$ cat config.mk
export PLATFORM = sky130hd
export DESIGN_NAME = led_pattern_ctrl
export DESIGN_NICKNAME = d
export VERILOG_FILES = /design/src/rtl/led_pattern_ctrl.sv
export SDC_FILE = /design/constraint.sdc
export NUM_CORES = 1
export LEC_CHECK = 0
export CORE_ASPECT_RATIO = 0.75
export CORE_MARGIN = 2
export CORE_UTILIZATION = 55
export DETAILED_ROUTE_END_ITERATION = 8
export HOLD_SLACK_MARGIN = 0.06
export PLACE_DENSITY = 0.72
export SLEW_MARGIN = 10
export SYNTH_ARGS = -nofsm -noshare
export SYNTH_HDL_FRONTEND = slang
export SYNTH_SLANG_ARGS = --single-unit
$ cat constraint.sdc
create_clock -name clk -period 4.9 [get_ports clk]
set_input_delay 0.98 -clock clk [delete_from_list [all_inputs] [get_ports clk]]
set_output_delay 0.98 -clock clk [all_outputs]
set_load 0.1 [all_outputs]
$ cat src/rtl/led_pattern_ctrl.sv
// Multi-channel LED pattern generator (OFF/ON/BLINK/BREATHE) with a tick-enable prescaler and a
// valid/ready configuration port. Define LED_ACTIVE_LOW_EN for inverted (sink-driven) LED outputs.
module led_pattern_ctrl #(
    parameter int CLK_FREQ  = 200_000_000,
    parameter int TICK_FREQ = 1_000,
    parameter int NUM_CH    = 8,
    parameter int PER_W     = 8,
    parameter int PWM_BITS  = 6,
    localparam int CH_W     = (NUM_CH > 1) ? $clog2(NUM_CH) : 1
) (
    input  logic              clk,
    input  logic              rst_n,
    input  logic              cfg_valid,
    output logic              cfg_ready,
    input  logic [CH_W-1:0]   cfg_ch,
    input  logic [1:0]        cfg_mode,
    input  logic [PER_W-1:0]  cfg_period,
    output logic              tick,
    output logic [NUM_CH-1:0] leds
);

    localparam int DIV   = CLK_FREQ / TICK_FREQ;
    localparam int PRE_W = (DIV > 1) ? $clog2(DIV) : 1;

    if (DIV < 2) begin : g_bad_div
        $fatal(1, "led_pattern_ctrl: CLK_FREQ/TICK_FREQ must be at least 2");
    end
    if (NUM_CH < 1) begin : g_bad_ch
        $fatal(1, "led_pattern_ctrl: NUM_CH must be at least 1");
    end

    localparam logic [1:0] MODE_OFF     = 2'd0;
    localparam logic [1:0] MODE_ON      = 2'd1;
    localparam logic [1:0] MODE_BLINK   = 2'd2;
    localparam logic [0:0] ST_IDLE      = 1'b0;
    localparam logic [0:0] ST_PEND      = 1'b1;
    localparam logic [PWM_BITS-1:0] DUTY_MAX = '1;
    localparam logic [CH_W:0] NUM_CH_L  = (CH_W + 1)'(NUM_CH);

`ifdef LED_ACTIVE_LOW_EN
    localparam logic LED_INV = 1'b1;
`else
    localparam logic LED_INV = 1'b0;
`endif

    logic [PRE_W-1:0]    presc_q, presc_d;
    logic [PWM_BITS-1:0] pwm_q;
    logic [0:0]          state_q, state_d;
    logic [CH_W-1:0]     pend_ch_q, pend_ch_d;
    logic [1:0]          pend_mode_q, pend_mode_d;
    logic [PER_W-1:0]    pend_per_q, pend_per_d;
    logic                apply_w;

    logic [1:0]          mode_q  [NUM_CH];
    logic [1:0]          mode_d  [NUM_CH];
    logic [PER_W-1:0]    per_q   [NUM_CH];
    logic [PER_W-1:0]    per_d   [NUM_CH];
    logic [PER_W-1:0]    cnt_q   [NUM_CH];
    logic [PER_W-1:0]    cnt_d   [NUM_CH];
    logic [PWM_BITS-1:0] duty_q  [NUM_CH];
    logic [PWM_BITS-1:0] duty_d  [NUM_CH];
    logic                dir_q   [NUM_CH];
    logic                dir_d   [NUM_CH];
    logic                blink_q [NUM_CH];
    logic                blink_d [NUM_CH];
    logic [NUM_CH-1:0]   led_d, leds_q;

    assign tick      = (presc_q == PRE_W'(DIV - 1));
    assign presc_d   = tick ? '0 : presc_q + 1'b1;
    assign cfg_ready = (state_q == ST_IDLE);
    assign leds      = leds_q;

    always_comb begin
        state_d     = state_q;
        pend_ch_d   = pend_ch_q;
        pend_mode_d = pend_mode_q;
        pend_per_d  = pend_per_q;
        apply_w     = 1'b0;
        case (state_q)
            ST_IDLE: begin
                if (cfg_valid) begin
                    state_d     = ST_PEND;
                    pend_ch_d   = cfg_ch;
                    pend_mode_d = cfg_mode;
                    pend_per_d  = cfg_period;
                end
            end
            default: begin
                if (tick) begin
                    state_d = ST_IDLE;
                    apply_w = ({1'b0, pend_ch_q} < NUM_CH_L);
                end
            end
        endcase
    end

    // dir=1 means duty is ramping down; the apply tick replaces the step for the written channel
    always_comb begin
        led_d = '0;
        for (int unsigned i = 0; i < NUM_CH; i++) begin
            mode_d[i]  = mode_q[i];
            per_d[i]   = per_q[i];
            cnt_d[i]   = cnt_q[i];
            duty_d[i]  = duty_q[i];
            dir_d[i]   = dir_q[i];
            blink_d[i] = blink_q[i];
            if (apply_w && (pend_ch_q == CH_W'(i))) begin
                mode_d[i]  = pend_mode_q;
                per_d[i]   = pend_per_q;
                cnt_d[i]   = '0;
                duty_d[i]  = '0;
                dir_d[i]   = 1'b0;
                blink_d[i] = 1'b0;
            end else if (tick) begin
                if (cnt_q[i] == per_q[i]) begin
                    cnt_d[i] = '0;
                    if (mode_q[i] == MODE_BLINK) begin
                        blink_d[i] = ~blink_q[i];
                    end else if (mode_q[i] != MODE_OFF && mode_q[i] != MODE_ON) begin
                        if (!dir_q[i]) begin
                            if (duty_q[i] == DUTY_MAX) begin
                                dir_d[i]  = 1'b1;
                                duty_d[i] = duty_q[i] - 1'b1;
                            end else begin
                                duty_d[i] = duty_q[i] + 1'b1;
                            end
                        end else begin
                            if (duty_q[i] == '0) begin
                                dir_d[i]  = 1'b0;
                                duty_d[i] = duty_q[i] + 1'b1;
                            end else begin
                                duty_d[i] = duty_q[i] - 1'b1;
                            end
                        end
                    end
                end else begin
                    cnt_d[i] = cnt_q[i] + 1'b1;
                end
            end
            case (mode_q[i])
                MODE_OFF:   led_d[i] = 1'b0;
                MODE_ON:    led_d[i] = 1'b1;
                MODE_BLINK: led_d[i] = blink_q[i];
                default:    led_d[i] = (pwm_q < duty_q[i]);
            endcase
        end
    end

    always_ff @(posedge clk or negedge rst_n) begin
        if (!rst_n) begin
            presc_q     <= '0;
            pwm_q       <= '0;
            state_q     <= ST_IDLE;
            pend_ch_q   <= '0;
            pend_mode_q <= '0;
            pend_per_q  <= '0;
            leds_q      <= {NUM_CH{LED_INV}};
            for (int unsigned i = 0; i < NUM_CH; i++) begin
                mode_q[i]  <= MODE_OFF;
                per_q[i]   <= '0;
                cnt_q[i]   <= '0;
                duty_q[i]  <= '0;
                dir_q[i]   <= 1'b0;
                blink_q[i] <= 1'b0;
            end
        end else begin
            presc_q     <= presc_d;
            pwm_q       <= pwm_q + 1'b1;
            state_q     <= state_d;
            pend_ch_q   <= pend_ch_d;
            pend_mode_q <= pend_mode_d;
            pend_per_q  <= pend_per_d;
            leds_q      <= led_d ^ {NUM_CH{LED_INV}};
            for (int unsigned i = 0; i < NUM_CH; i++) begin
                mode_q[i]  <= mode_d[i];
                per_q[i]   <= per_d[i];
                cnt_q[i]   <= cnt_d[i];
                duty_q[i]  <= duty_d[i];
                dir_q[i]   <= dir_d[i];
                blink_q[i] <= blink_d[i];
            end
        end
    end

endmodule

======== Word level (Yosys, flattened, before mapping) ========
Cells that the tools add are included.
operators by class
  bitwise logic cells ..................... 9
  magnitude comparators ................... 8
  add/sub/neg operators ................... 26
  muxes and demuxes ....................... 198
  reduce and logical (&&, ||, !) cells .... 90
  equal/unequal tests ..................... 56
operators by type and width
  cell                     number
  $mux W6                  64
  $mux W8                  24
  $mux W1                  101
  $reduce_bool A2 Y1       40
  $add A8 B1 Y8 const B    8
  $eq A8 B8 Y1             8
  $add A6 B1 Y6 const B    9
  $eq A6 B6 Y1 const B     8
  $logic_not A6 Y1         8
  $lt A6 B6 Y1             8
  $sub A6 B1 Y6 const B    8
  $reduce_and A4 Y1        8
  $pmux W1 S3              8
  $reduce_and A3 Y1        8
  $add A18 B1 Y18 const B  1
  $eq A18 B18 Y1 const B   1
  $mux W18                 1
  $eq A2 B1 Y1 const B     8
  $eq A2 B2 Y1 const B     8
  $logic_and A1 B1 Y1      16
  $logic_not A2 Y1         8
  $ne A2 B1 Y1 const B     8
  $ne A2 B2 Y1 const B     8
  $eq A3 B3 Y1 const B     4
  other kinds (5)          14
storage, ports and cells
  word-level logic and storage cells ...... 442
  output and inout bits ................... 10
  bits in registers ....................... 254

======== Longest topological paths before layout ========
Gate-level depths: netlist of the first run.
  depth after elaboration ................. 8
  mapped depth ............................ 10

======== Worst setup path after synthesis of the first run ========
No wires, ideal clock.
  path kind ............................... flip-flop to output port
  start point ............................. reg presc_q[7]
  end point ............................... out tick
  path buffers ............................ 2
  cell stages (with the launch flop) ...... 7
  data arrival time ....................... 2269 ps
  setup slack ............................. 1651 ps
  data required time ...................... 3920 ps
  path through ............................ dfrtp_1 or4b_4 nor4_4 nand2_2 clkinv_2 buf_2 buf_2
between the ends
  longest elaborated chain between the ends .. 1
ends and longest elaborated chain
  element                 line  RTL
  from (decl)             46    logic [PRE_W-1:0] presc_q, presc_d;
  from (signal assigned)  167   presc_q <= presc_d;
  $eq A18 B18 Y1          68    assign tick = (presc_q == PRE_W'(DIV - 1));
  to (decl)               18    output logic tick,
Every way passes these cells.

======== Final worst setup path of the first run ========
Ends and elaborated chain as after synthesis.

==> summary.md, run 1 <==
In the routed layout, each cell is associated on average with a via count of 5.973. Synthesis inferred 254 register bits. The signal on the critical path passes through or4b_4, nor4_4, nand2_2, clkinv_2, buf_12.

The tree built by TritonCTS fans out to 254 sinks. The storage element area was 6356 µm². Compared with the post-synthesis result, the final layout area differs by 9.819%. The share of layout cells above drive strength 1 was 0.06730. Sort of element at the start of the critical path: a flip-flop. The residual overflow from global routing is 0. Global-route usage over all layers: 0.2597.

The final layout contains routed wiring with a total length of 34760 µm. Post-synthesis adder-cell area fraction: 0.06436. The sort of element at the end of the critical path is an output port. The post-synthesis compound-gate area fraction was 0.1255; the switching part of the total was 0.2540. Clock period minus worst slack: 3.819 ns.

The logs give 120 for the maximum number of pins on one net before global-route repair and 25840 µm² for the floorplan core area. Once detailed placement completed, the half-perimeter wirelength came to 23390 µm. The hold-critical path depth was 1; the first-pass GRT wire length was 57100 µm. Port buffering added 25 buffers.

For the cell area after placement, the log shows 14900 µm². TritonCTS built the clock tree. The run gives 1.60 ns as the reg2reg setup slack. The logs give 0.2558 for the worst max-slew margin expressed relative to the limit and 261.9 MHz for the maximum clock frequency.

The horizontal extent of the die is 190.8 µm. The floorplan step defined a die boundary enclosing 27480 µm². After clock tree synthesis, the flow added hold-fix buffers numbering 0.

The wire length per cell after detailed routing was 17.97 µm; the number of detailed-routing iterations run before antenna repair was 5. The tools report the launch point of the worst reg-to-reg path as presc_q[7]. The launch point of the worst hold path is presc_q[0]. The run finished with clean final reports. The logs give 0 for the antenna cell count and 0.4864 ns for the worst hold slack across all endpoints.

The proportion of synthesized flip-flops having asynchronous set or reset is 1.000. The post-synthesis mux area share was 0.03279; the net switching power figure was 1.165 mW. Yosys printed 0 warnings. Data on the critical path arrives at its endpoint at 2.84 ns. The tools report the count of buffers added by post-CTS timing repair for setup as 0.

TritonCTS created 26 clock buffers. The run gives 7.227 nW as the leakage power total. The initialized floorplan defines 51 standard-cell rows. The number of buffers and inverters on the critical path is 2. Post-layout instance area: 15800 µm². Once detail routing completed, the nets flagged for antenna violations numbered 0. After technology mapping, the gate count stands at 1575. At the pin with the least slew margin, the transition time is 1.114 ns. Number of antenna violations at the first check in global routing: 0. The worst register-to-register path ends at duty_q[45]. The xor/xnor share of the synthesized area was 0.07001.

Setup repair after global routing left no endpoint under its margin. After routing, the total negative slack on setup checks comes to 0 ns. In this design, the stage delay of the slowest critical-path cell is 0.60 ns.

The worst min-delay path class was flip-flop to flip-flop. The worst-case IR drop observed on VDD is 0.0003026 V. The tools report the total via count after detailed routing as 11550.

The final cycle utilization of the critical path came out at 0.7793. The filler cells instantiated in the layout total 2200. Worst setup slack after placement: 1.669 ns. 26 I/O pins were placed.

The via count of the first global-routing pass is 10960. For the data required time at the worst endpoint, the log shows 3.92 ns. The root buffer cell chosen for the clock tree is sky130_fd_sc_hd__clkbuf_16. The tools report the worst-skew pair later-pin latency as 0.55 ns. The average instance area after synthesis was 9.134 µm².

The logs give 0.01780 ns for the worst clock skew on the final layout and 0.446 for the clock network fraction of design power. Worst-case reg-to-reg path depth: 7. The logs give 0.4418 for the share of synthesized area occupied by flip-flops and latches and 14390 µm² for the post-synth design cell area.

The logs give 902 for the number of DRC markers after the initial detailed-route iteration and 0.6113 for the final core utilization. Cell internal power was estimated by the tool at 3.421 mW. The run gives 1 as the H-tree depth reported by CTS. Clock-pin slew was measured on the worst setup and hold paths at 0.06 ns. The tools report the number of hold-slack violations in the final timing report as 0. Along the worst path, the maximum fanout reaches 34. After clock tree synthesis, the repair step resized 0 gates. The number of max-capacitance violations reported was 0. For the number of buffers on the longest clock path, the log shows 3. The combinational family with the most area after synthesis was simple AND/OR/NAND/NOR gates.

The total area of multi-input combinational cells is 7533 µm², and the combinational fraction of design power is 0.040. The path with the worst hold slack has its endpoint at presc_q[0]. The kind of cell adding the most delay to the critical path is simple AND/OR/NAND/NOR gates.

At the end of the flow, the number of nets in the layout was 1662. The distinct cell type count after synthesis is 74. The run gives 0.514 as the share of power burned in registers. Power density over cell area: 290.3 nW/µm². The simple-gate area share of the yosys netlist is 0.2292.

The worst setup path is of the flip-flop to output port kind. Setup violations remaining at the end of the flow were counted as 0. The post-layout worst setup margin came out at 1.081 ns.

The effective utilization at floorplan was 0.5567. The largest individual stage delay along the critical path comes from the cell sky130_fd_sc_hd__or4b_4. Counting every net in the synthesized netlist gives 1665. The number of design rule violations left after detail routing came out at 0. The number of synthesized flops with an enable pin is 0. At the end of routability-driven placement, the weighted congestion stood at 0.8830. The most used flip-flop cell after synthesis is sky130_fd_sc_hd__dfrtp_1. The max-slew violation total from the final report is 0, and the vertical die dimension is 144.1 µm.
placed cells by master (no fill, tap or decap), drive strengths merged, types with 8 or more instances in the layout:
| cell type | n |
|---|---|
| dfrtp | 254 |
| nand4 | 33 |
| inv | 62 |
| ha | 74 |
| nor4 | 11 |
| clkinv | 8 |
| xnor2 | 88 |
| nand3 | 52 |
| o21bai | 10 |
| o21ai | 118 |
| nor3b | 10 |
| clkdlybuf4s50 | 23 |
| xor2 | 27 |
| nor2b | 8 |
| mux2i | 19 |
| a31oi | 12 |
| a21o | 21 |
| nor2 | 98 |
| and2 | 8 |
| clkbuf | 36 |
| nand2 | 306 |
| buf | 12 |
| a21oi | 39 |
| nor3 | 39 |
| mux2 | 25 |
| and3 | 34 |
| a211oi | 9 |
| o31ai | 20 |
| or3 | 20 |
| nand2b | 21 |
worst max-delay path by stage:
stage	depth (start not counted)	slack [ns]	from	endpoint
finish	5	1.08	presc_q[7]	tick
CTS	5	1.10	presc_q[7]	tick
global placement	5	1.78	presc_q[7]	tick
detailed placement	7	1.67	presc_q[7]	duty_q[45]
global route	5	0.99	presc_q[7]	tick
floorplan	6	1.65	presc_q[7]	tick
per-stage QoR:
stage	cells	total power [mW]
3_3_place_gp	1888	2.568
2_1_floorplan	1575	2.371
6_report	1934	4.586
3_5_place_dp	1888	2.571
4_1_cts	1934	4.623
5_1_grt	1934	4.743
flip-flops by register name, summed over array words and instances (netlist names):
| register | flops |
|---|---|
| presc_q | 18 |
| state_q | 1 |
| pend_per_q | 8 |
| pwm_q | 6 |
| duty_q | 48 |
| blink_q | 8 |
| pend_ch_q | 3 |
| mode_q | 16 |
| cnt_q | 64 |
| pend_mode_q | 2 |
| per_q | 64 |
| dir_q | 8 |
| leds | 8 |
kinds of logic (layout without fill, tap and decap cells):
| group | Yosys count | in the layout |
|---|---|---|
| mux | 44 | 44 |
| compound gates | 286 | 286 |
| fa+ha+maj | 74 | 74 |
| flops | 254 | 254 |
| xor+xnor | 115 | 115 |
| buf+inv | 129 | 144 |
| simple gates | 673 | 673 |
routing by layer:
metal,track usage,wire (µm),share of wire
met3,0.04441,2672,0.077
met2,0.3932,14980,0.43
met1,0.3922,16630,0.48
met5,0,0,0
met4,0.05263,489,0.014
cell type report:
cell class,count,area share
clock buffers,36,0.04673
clock inverters,10,0.009503
inverters,63,0.01505
multi-input cells,1192,0.4768
flip-flops and latches,254,0.4023
well taps,344,0.02724
repair buffers,35,0.02233
cells in the mapped netlist, types with 10 or more instances:
library cell,n,area share
sky130_fd_sc_hd__clkbuf_1,43,0.011
sky130_fd_sc_hd__nor3b_1,10,0.0052
sky130_fd_sc_hd__dfrtp_1,254,0.44
sky130_fd_sc_hd__a31oi_1,12,0.0052
sky130_fd_sc_hd__nand2b_1,21,0.0091
sky130_fd_sc_hd__a21oi_1,39,0.014
sky130_fd_sc_hd__mux2i_1,19,0.013
sky130_fd_sc_hd__ha_1,74,0.064
sky130_fd_sc_hd__xor2_1,27,0.016
sky130_fd_sc_hd__o31ai_1,20,0.010
sky130_fd_sc_hd__nor3_1,29,0.010
sky130_fd_sc_hd__mux2_2,25,0.020
sky130_fd_sc_hd__nand2_1,305,0.080
sky130_fd_sc_hd__xnor2_1,88,0.054
sky130_fd_sc_hd__nor2_1,98,0.026
sky130_fd_sc_hd__a21o_1,21,0.011
sky130_fd_sc_hd__o21ai_0,112,0.039
sky130_fd_sc_hd__inv_1,62,0.016
sky130_fd_sc_hd__o21bai_1,10,0.0052
sky130_fd_sc_hd__buf_2,18,0.0063
sky130_fd_sc_hd__nand3_1,52,0.018
sky130_fd_sc_hd__or3_1,20,0.0087
sky130_fd_sc_hd__nand4_1,33,0.014
sky130_fd_sc_hd__and3_1,34,0.015
power by group through the flow:
| stage | Clock [mW] | Combinational [mW] | Sequential, mW |
|---|---|---|---|
| floorplan | 0 | 0.185 | 2.19 |
| global placement | 0 | 0.180 | 2.39 |
| detailed placement | 0 | 0.182 | 2.39 |
| CTS | 2.09 | 0.184 | 2.35 |
| global route | 2.19 | 0.199 | 2.36 |
| finish | 2.05 | 0.182 | 2.36 |
Note: power is estimated with default switching activity, not from simulation.
==> run 2: changes to the inputs <==
==> constraint.sdc (replaced) <==
create_clock -name clk -period 3.7 [get_ports clk]
set_input_delay 0.74 -clock clk [delete_from_list [all_inputs] [get_ports clk]]
set_output_delay 0.74 -clock clk [all_outputs]
set_load 0.1 [all_outputs]
==> summary.md, run 2 (same netlist as run 1, synthesis figures left out) <==
The run finished with clean final reports. The area enclosed by the die boundary is 27480 µm² (unchanged). The share of layout cells above drive strength 1 was 0.07553 (was 0.06730); the total area of multi-input combinational cells was 7533 µm² (unchanged). The final-stage net count was 1672 (was 1662). The run gives 254 (unchanged) as the total number of clock tree sinks.

Count of cells resized by post-cts repair: 0 (unchanged). The tools report the sort of element at the end of the critical path as an output port (unchanged). The worst ir drop on vdd was 0.0005036 V (was 0.0003026 V). The library cell used as clock root buffer is sky130_fd_sc_hd__clkbuf_16 (unchanged). The logs give 3 (unchanged) for the number of buffers on the longest clock path and 0 ns (unchanged) for the total negative slack for setup checks. The maximum clock frequency was 288.6 MHz. The count of buffers added by post-CTS timing repair for setup came out at 0 (unchanged).

The tools report the leakage power total as 7.287 nW (was 7.227 nW). The H-tree depth reported by CTS was 1 (unchanged); the power density over cell area was 382.4 nW/µm² (was 290.3 nW/µm²). The number of max-capacitance violations reported is 0 (unchanged), and the largest fanout of any net on the critical path is 33 (was 34). Max-slew violation total from the final report: 0 (unchanged). The worst min-delay path class is input port to async pin (was flip-flop to flip-flop).

The vertical die dimension is 144.1 µm (unchanged). Library cell contributing the largest single delay on the critical path: sky130_fd_sc_hd__or4b_4 (unchanged). The number of fill cells is 2202 (was 2200). The detailed-route vias per instance was 5.853 (was 5.973); the aggregate routed wire length was 34320 µm (was 34760 µm).

First-pass GRT wire length: 55630 µm (was 57100 µm). The tools report the post-detailed-route count of antenna-violating nets as 0 (unchanged). The area added between synthesis and finish works out to 10.36% (was 9.819%). TritonCTS built the clock tree. The worst clock skew on the final layout came out at 0.01508 ns (was 0.01780 ns). For the global-route met3 utilization, the log shows 0.05363 (was 0.04441). Largest registers: cnt_q (64), per_q (64), duty_q (48) (unchanged). The run gives 0.8779 (was 0.8830) as the global placer's final weighted congestion.

The effective utilization at floorplan is 0.5567 (unchanged). The number of detailed-routing iterations run before antenna repair was 6 (was 5). The logs give 1 (was 0) for the number of antenna violations at the first check in global routing and 0 (unchanged) for the count of final setup violators.

Storage element area: 6356 µm² (unchanged). CP cell instances: or4b_4, nor4_4, buf_4, nand2_2, clkinv_2, buf_12 (was or4b_4, nor4_4, nand2_2, clkinv_2, buf_12). The layer with the highest usage is met1 (was met2). Antenna cell count: 0 (unchanged). The final core utilization came out at 0.6143 (was 0.6113). The tools report the floorplan core area as 25840 µm² (unchanged). The via count of the first global-routing pass is 10680 (was 10960). Type of the worst setup path: flip-flop to output port (unchanged). The number of buffers inserted by port buffering came out at 25 (unchanged). The run gives 26 (unchanged) as the total I/O pin count. The fraction of met2 tracks used by global routing is 0.3745 (was 0.3932).

The number of design rule violations left after detail routing is 0 (unchanged), and the residual overflow from global routing is 0 (unchanged). The delay contributed by the slowest stage of the critical path was 0.60 ns (about the same). The worst-skew pair later-pin latency was 0.55 ns (about the same). The number of hold buffers added after cts was 0 (unchanged); the final cycle utilization of the critical path was 0.9364. The data arrival time of the critical path was 2.72 ns (was 2.84 ns); the number of buffers added by the clock tree synthesis step was 27 (was 26). Setup repair after global routing left no endpoint under its margin. The maximum number of pins on one net before global-route repair is 89 (was 120). For the total via count after detailed routing, the log shows 11390 (was 11550). The horizontal extent of the die works out to 190.8 µm (unchanged). The global-route track usage on met1 was 0.3851 (was 0.3922). Slew of the pin with the lowest slew margin: 0.9841 ns (was 1.114 ns). The most common cell after layout, fill and taps aside was sky130_fd_sc_hd__nand2_1 (unchanged). Counting I/O delays and the setup requirement, the final critical path takes 3.465 ns. The wire length per cell after detailed routing was 17.63 µm (was 17.97 µm).

The tools report the sort of element at the start of the critical path as a flip-flop (unchanged). Global-route usage over all layers: 0.2539 (was 0.2597). Most used cells in the layout excluding fill and tap cells: sky130_fd_sc_hd__nand2_1 (305), sky130_fd_sc_hd__dfrtp_1 (254), sky130_fd_sc_hd__o21ai_0 (112) (unchanged).

The tools report the number of DRC markers after the initial detailed-route iteration as 951 (was 902). Number of hold-slack violations in the final timing report: 0 (unchanged). The worst max-slew margin expressed relative to the limit is 0.3419 (was 0.2558), and the post-detailed-placement half-perimeter wirelength is 23300 µm (was 23390 µm). The data required time at the worst endpoint is 2.96 ns (was 3.92 ns), and the clock slew at the register clock pins of the worst setup and hold paths is 0.06 ns (about the same). The total number of placement rows is 51 (unchanged).
run 2: cell count changes in the layout (fill, tap and decap cells not counted), sizes merged:
cell	before	now
buf	12	22
bufinv	3	1
clkbuf	36	40
clkdlybuf4s50	23	22
inv	62	63
run 2: metal layers:
| layer | part of all wire | vias to the layer above |
|---|---|---|
| met5 | 0 | - |
| met4 | 0.018 | 0 |
| met3 | 0.073 | 49 |
| met2 | 0.42 | 333 |
| met1 | 0.49 | 5509 |
| li1 | - | 5498 |
run 2: worst max-delay path: cells and delay by family, from the launching register on:
kind	cells	cell delay (ns)
buffers and inverters	3	0.83
DFF	1	0.45
and+or+nand+nor	3	0.88
run 2: where the power goes:
part	switching [mW]	leakage [nW]	internal [mW]
clock network	1.13	0.448	1.59
logic	0.141	3.35	0.0951
registers	0.295	3.49	2.83
total	1.56	7.29	4.51
run 2: stage by stage:
| stage | hold WS [ns] | area, µm² | setup slack (ns) | instances | total power, mW |
|---|---|---|---|---|---|
| after floorplan | 0.4444 | 14390 | 0.6910 | 1575 | 3.139 |
| after detailed placement | 0.4763 | 14980 | 0.5362 | 1897 | 3.402 |
| final | 0.1908 | 15880 | 0.2352 | 1946 | 6.071 |
| after global placement | 0.4625 | 14980 | 0.5975 | 1897 | 3.399 |
| after global routing | 0.2397 | 15880 | 0.1166 | 1946 | 6.271 |
| after CTS | 0.2227 | 15870 | 0.2160 | 1946 | 6.113 |
run 2: worst paths after layout:
kind / start / end / slack (ns) / cells past startpoint
worst max-delay path: presc_q[7] / tick / 0.24 / 6
worst min-delay path: rst_n / dir_q[6] / 0.19 / 1
worst max register to register: presc_q[7] / duty_q[27] / 0.52 / 8
worst min register to register: presc_q[0] / presc_q[0] / 0.49 / 1
max in group asynchronous: rst_n / cnt_q[17] / 2.62 / 2
min in group clk: presc_q[0] / presc_q[0] / 0.49 / 1
run 2: layout make-up:
cell class,instances,share of cell area
clock buffers,40,0.05130
clock inverters,9,0.004650
inverters,63,0.01497
multi-input cells,1192,0.4745
flip-flops and latches,254,0.4003
well taps,344,0.02711
repair buffers,44,0.02711
==> run 3: changes to the inputs <==
--- a/config.mk
+++ b/config.mk
@@ -7,10 +7,10 @@
 export LEC_CHECK = 0
 export CORE_ASPECT_RATIO = 0.75
 export CORE_MARGIN = 2
-export CORE_UTILIZATION = 55
+export CORE_UTILIZATION = 57
 export DETAILED_ROUTE_END_ITERATION = 8
 export HOLD_SLACK_MARGIN = 0.06
-export PLACE_DENSITY = 0.72
+export PLACE_DENSITY = 0.77
 export SLEW_MARGIN = 10
 export SYNTH_ARGS = -nofsm -noshare
 export SYNTH_HDL_FRONTEND = slang
==> constraint.sdc (replaced) <==
create_clock -name clk -period 3 [get_ports clk]
set_input_delay 0.6 -clock clk [delete_from_list [all_inputs] [get_ports clk]]
set_output_delay 0.6 -clock clk [all_outputs]
set_load 0.1 [all_outputs]
==> summary.md, run 3 (same netlist as run 1, synthesis figures left out) <==
The effective utilization at floorplan is 0.5778 (was 0.5567). Largest registers: cnt_q (64), per_q (64), duty_q (48) (unchanged). The via count of the first global-routing pass was 11310 (was 10680).

The total I/O pin count was 26 (unchanged). The run gives 11790 (was 11390) as the total via count after detailed routing. Counting I/O delays and the setup requirement, the final critical path takes 2.903 ns. The tools report the worst max-slew margin expressed relative to the limit as 0.3221 (was 0.3419).

The final-stage net count is 1696 (was 1672). The detailed-route vias per instance came out at 6.011 (was 5.853). The logs give 932 (was 951) for the number of DRC markers after the initial detailed-route iteration and 0.9193 (was 0.8779) for the global placer's final weighted congestion.

The share of power burned in registers was 0.499 (was 0.515). The tools report the global-route usage over all layers as 0.2705 (was 0.2539). The area added between synthesis and finish was 11.92% (was 10.36%); the aggregate routed wire length was 35640 µm (was 34320 µm). The first element of the critical path is presc_q[7] (unchanged). The wire length per cell after detailed routing was 18.16 µm (was 17.63 µm); the post-detailed-placement half-perimeter wirelength was 24150 µm (was 23300 µm). The power density over cell area was 477.7 nW/µm² (was 382.4 nW/µm²); the clock network fraction of design power was 0.458 (was 0.447).

The net switching power figure came out at 1.929 mW (was 1.562 mW). Launch point of the worst reg-to-reg path: presc_q[7] (unchanged). The largest fanout of any net on the critical path was 10 (was 33); the count of final setup violators was 0 (unchanged). The tools report the total number of clock tree sinks as 254 (unchanged).

TritonCTS built the clock tree. For the residual overflow from global routing, the log shows 0 (unchanged). The worst hold slack across all endpoints was 0.4818 ns (was 0.1908 ns); the number of hold-slack violations in the final timing report was 0 (unchanged). The clock slew at the register clock pins of the worst setup and hold paths is 0.06 ns (about the same). For the worst ir drop on vdd, the log shows 0.0005121 V (was 0.0005036 V). The tools report the number of buffers on the longest clock path as 3 (unchanged). Switching part of the total: 0.2508 (was 0.2572). The run finished with clean final reports. The combinational fraction of design power was 0.044 (was 0.039); the cell area after placement was 15120 µm² (was 14980 µm²).

The tools report the data arrival time of the critical path as 2.30 ns (was 2.72 ns). The share of layout cells above drive strength 1 was 0.09113 (was 0.07553). Type of the worst setup path: flip-flop to output port (unchanged).

The run gives 7.436 nW (was 7.287 nW) as the leakage power total. The run gives 1 (unchanged) as the H-tree depth reported by CTS. The post-layout instance area was 16100 µm² (was 15880 µm²). For the number of design rule violations left after detail routing, the log shows 0 (unchanged). The tools report the cell count after placement as 1910 (was 1897). For the final instance count without filler cells, the log shows 1962 (was 1946).

The floorplan core area was 24900 µm² (was 25840 µm²); the final cycle utilization of the critical path was 0.9678. Post-detailed-route count of antenna-violating nets: 0 (unchanged). The number of fill cells is 1999 (was 2202). Cell internal power dissipation: 5.763 mW (was 4.509 mW). Slew of the pin with the lowest slew margin: 1.004 ns (was 0.9841 ns). Most common cell after layout, fill and taps aside: sky130_fd_sc_hd__nand2_1 (unchanged). The worst-skew pair later-pin latency is 0.55 ns (about the same). The launch point of the worst hold path was presc_q[0]. The worst clock skew on the final layout was 0.01921 ns (was 0.01508 ns). The tools report the library cell used as clock root buffer as sky130_fd_sc_hd__clkbuf_16 (unchanged).

The data required time at the worst endpoint is 2.40 ns (was 2.96 ns). The horizontal extent of the die was 187.4 µm (was 190.8 µm); the vertical die dimension was 141.6 µm (was 144.1 µm). The first-pass GRT wire length was 58320 µm (was 55630 µm).

The run gives 27 (unchanged) as the number of buffers added by the clock tree synthesis step. The max-slew violation total from the final report was 0 (unchanged). The tools report the sort of element at the start of the critical path as a flip-flop (unchanged). Most used cells in the layout excluding fill and tap cells: sky130_fd_sc_hd__nand2_1 (305), sky130_fd_sc_hd__dfrtp_1 (254), sky130_fd_sc_hd__o21ai_0 (112) (unchanged).

The total number of placement rows is 50 (was 51). The number of buffers inserted by port buffering was 25 (unchanged); the number of antenna violations at the first check in global routing was 1 (unchanged). The tools report the number of max-capacitance violations reported as 0 (unchanged). Worst min-delay path class: flip-flop to flip-flop (was input port to async pin). Timing would allow up to 344.4 MHz. The number of detailed-routing iterations run before antenna repair is 7 (was 6), and the maximum number of pins on one net before global-route repair is 64 (was 89). The antenna cell count was 0 (unchanged); the area enclosed by the die boundary was 26540 µm² (was 27480 µm²).

Sort of element at the end of the critical path: an output port (unchanged).
-- run 3: routing by layer --
| metal | share of wire | GRT usage | up-vias |
|---|---|---|---|
| met2 | 0.45 | 0.4302 | 422 |
| met1 | 0.45 | 0.3885 | 5753 |
| met3 | 0.067 | 0.03611 | 77 |
| met4 | 0.031 | 0.08620 | 0 |
| li1 | - | - | 5541 |
| met5 | 0 | 0 | - |
-- run 3: final cells by class --
class	count	area (µm²)	share of cell area
Clock buffer	39	780.7	0.04849
Clock inverter	8	146.4	0.009092
Inverter	63	244.0	0.01515
Multi-Input combinational cell	1192	7533	0.4679
Sequential cell	254	6356	0.3947
Tap cell	338	422.9	0.02626
Timing Repair Buffer	68	618.1	0.03839
-- run 3: through the flow --
| stage | worst slack (ns) | utilization | total power, mW | TNS (ns) |
|---|---|---|---|---|
| final | 0.09652 | 0.6467 | 7.692 | 0 |
| after CTS | 0.06622 | 0.6451 | 7.730 | 0 |
| after detailed placement | 0.1566 | 0.6073 | 4.224 | 0 |
| after global routing | -0.0002542 | 0.6467 | 7.907 | -0.0002542 |
| after global placement | 0.1811 | 0.6073 | 4.210 | 0 |
| after floorplan | 0.1309 | - | 3.872 | 0 |
-- run 3: path summary, 6_finish.rpt --
kind / end / slack [ns] / cells after the start
max in group asynchronous: pwm_q[0] / 1.56 / 3
min: presc_q[0] / 0.48 / 1
max reg2reg: duty_q[45] / 0.20 / 6
max: tick / 0.1 / 5
min reg2reg: presc_q[0] / 0.48 / 1
min in group asynchronous: duty_q[40] / 0.57 / 2
-- run 3: what timing repair did --
| action | CTS | global route |
|---|---|---|
| gates resized for setup | 1 | 1 |
| hold buffers | 1 | 0 |
| setup endpoints to repair | 1 | 1 |
| hold endpoints to repair | 59 | 0 |
| buffers inserted | 0 | 4 |
-- run 3: critical path, cell delays in order (launching register included) --
cell,delay (ns)
sky130_fd_sc_hd__dfrtp_1,0.44
sky130_fd_sc_hd__or4b_4,0.60
sky130_fd_sc_hd__nor4_4,0.27
sky130_fd_sc_hd__nand2_2,0.14
sky130_fd_sc_hd__inv_8,0.13
sky130_fd_sc_hd__buf_12,0.19
-- run 3: power groups by stage --
stage | sequential (mW) | combinational, mW | clock (mW)
floorplan | 3.57 | 0.302 | 0
global placement | 3.88 | 0.329 | 0
detailed placement | 3.88 | 0.339 | 0
CTS | 3.83 | 0.342 | 3.56
global route | 3.83 | 0.368 | 3.71
finish | 3.84 | 0.336 | 3.52
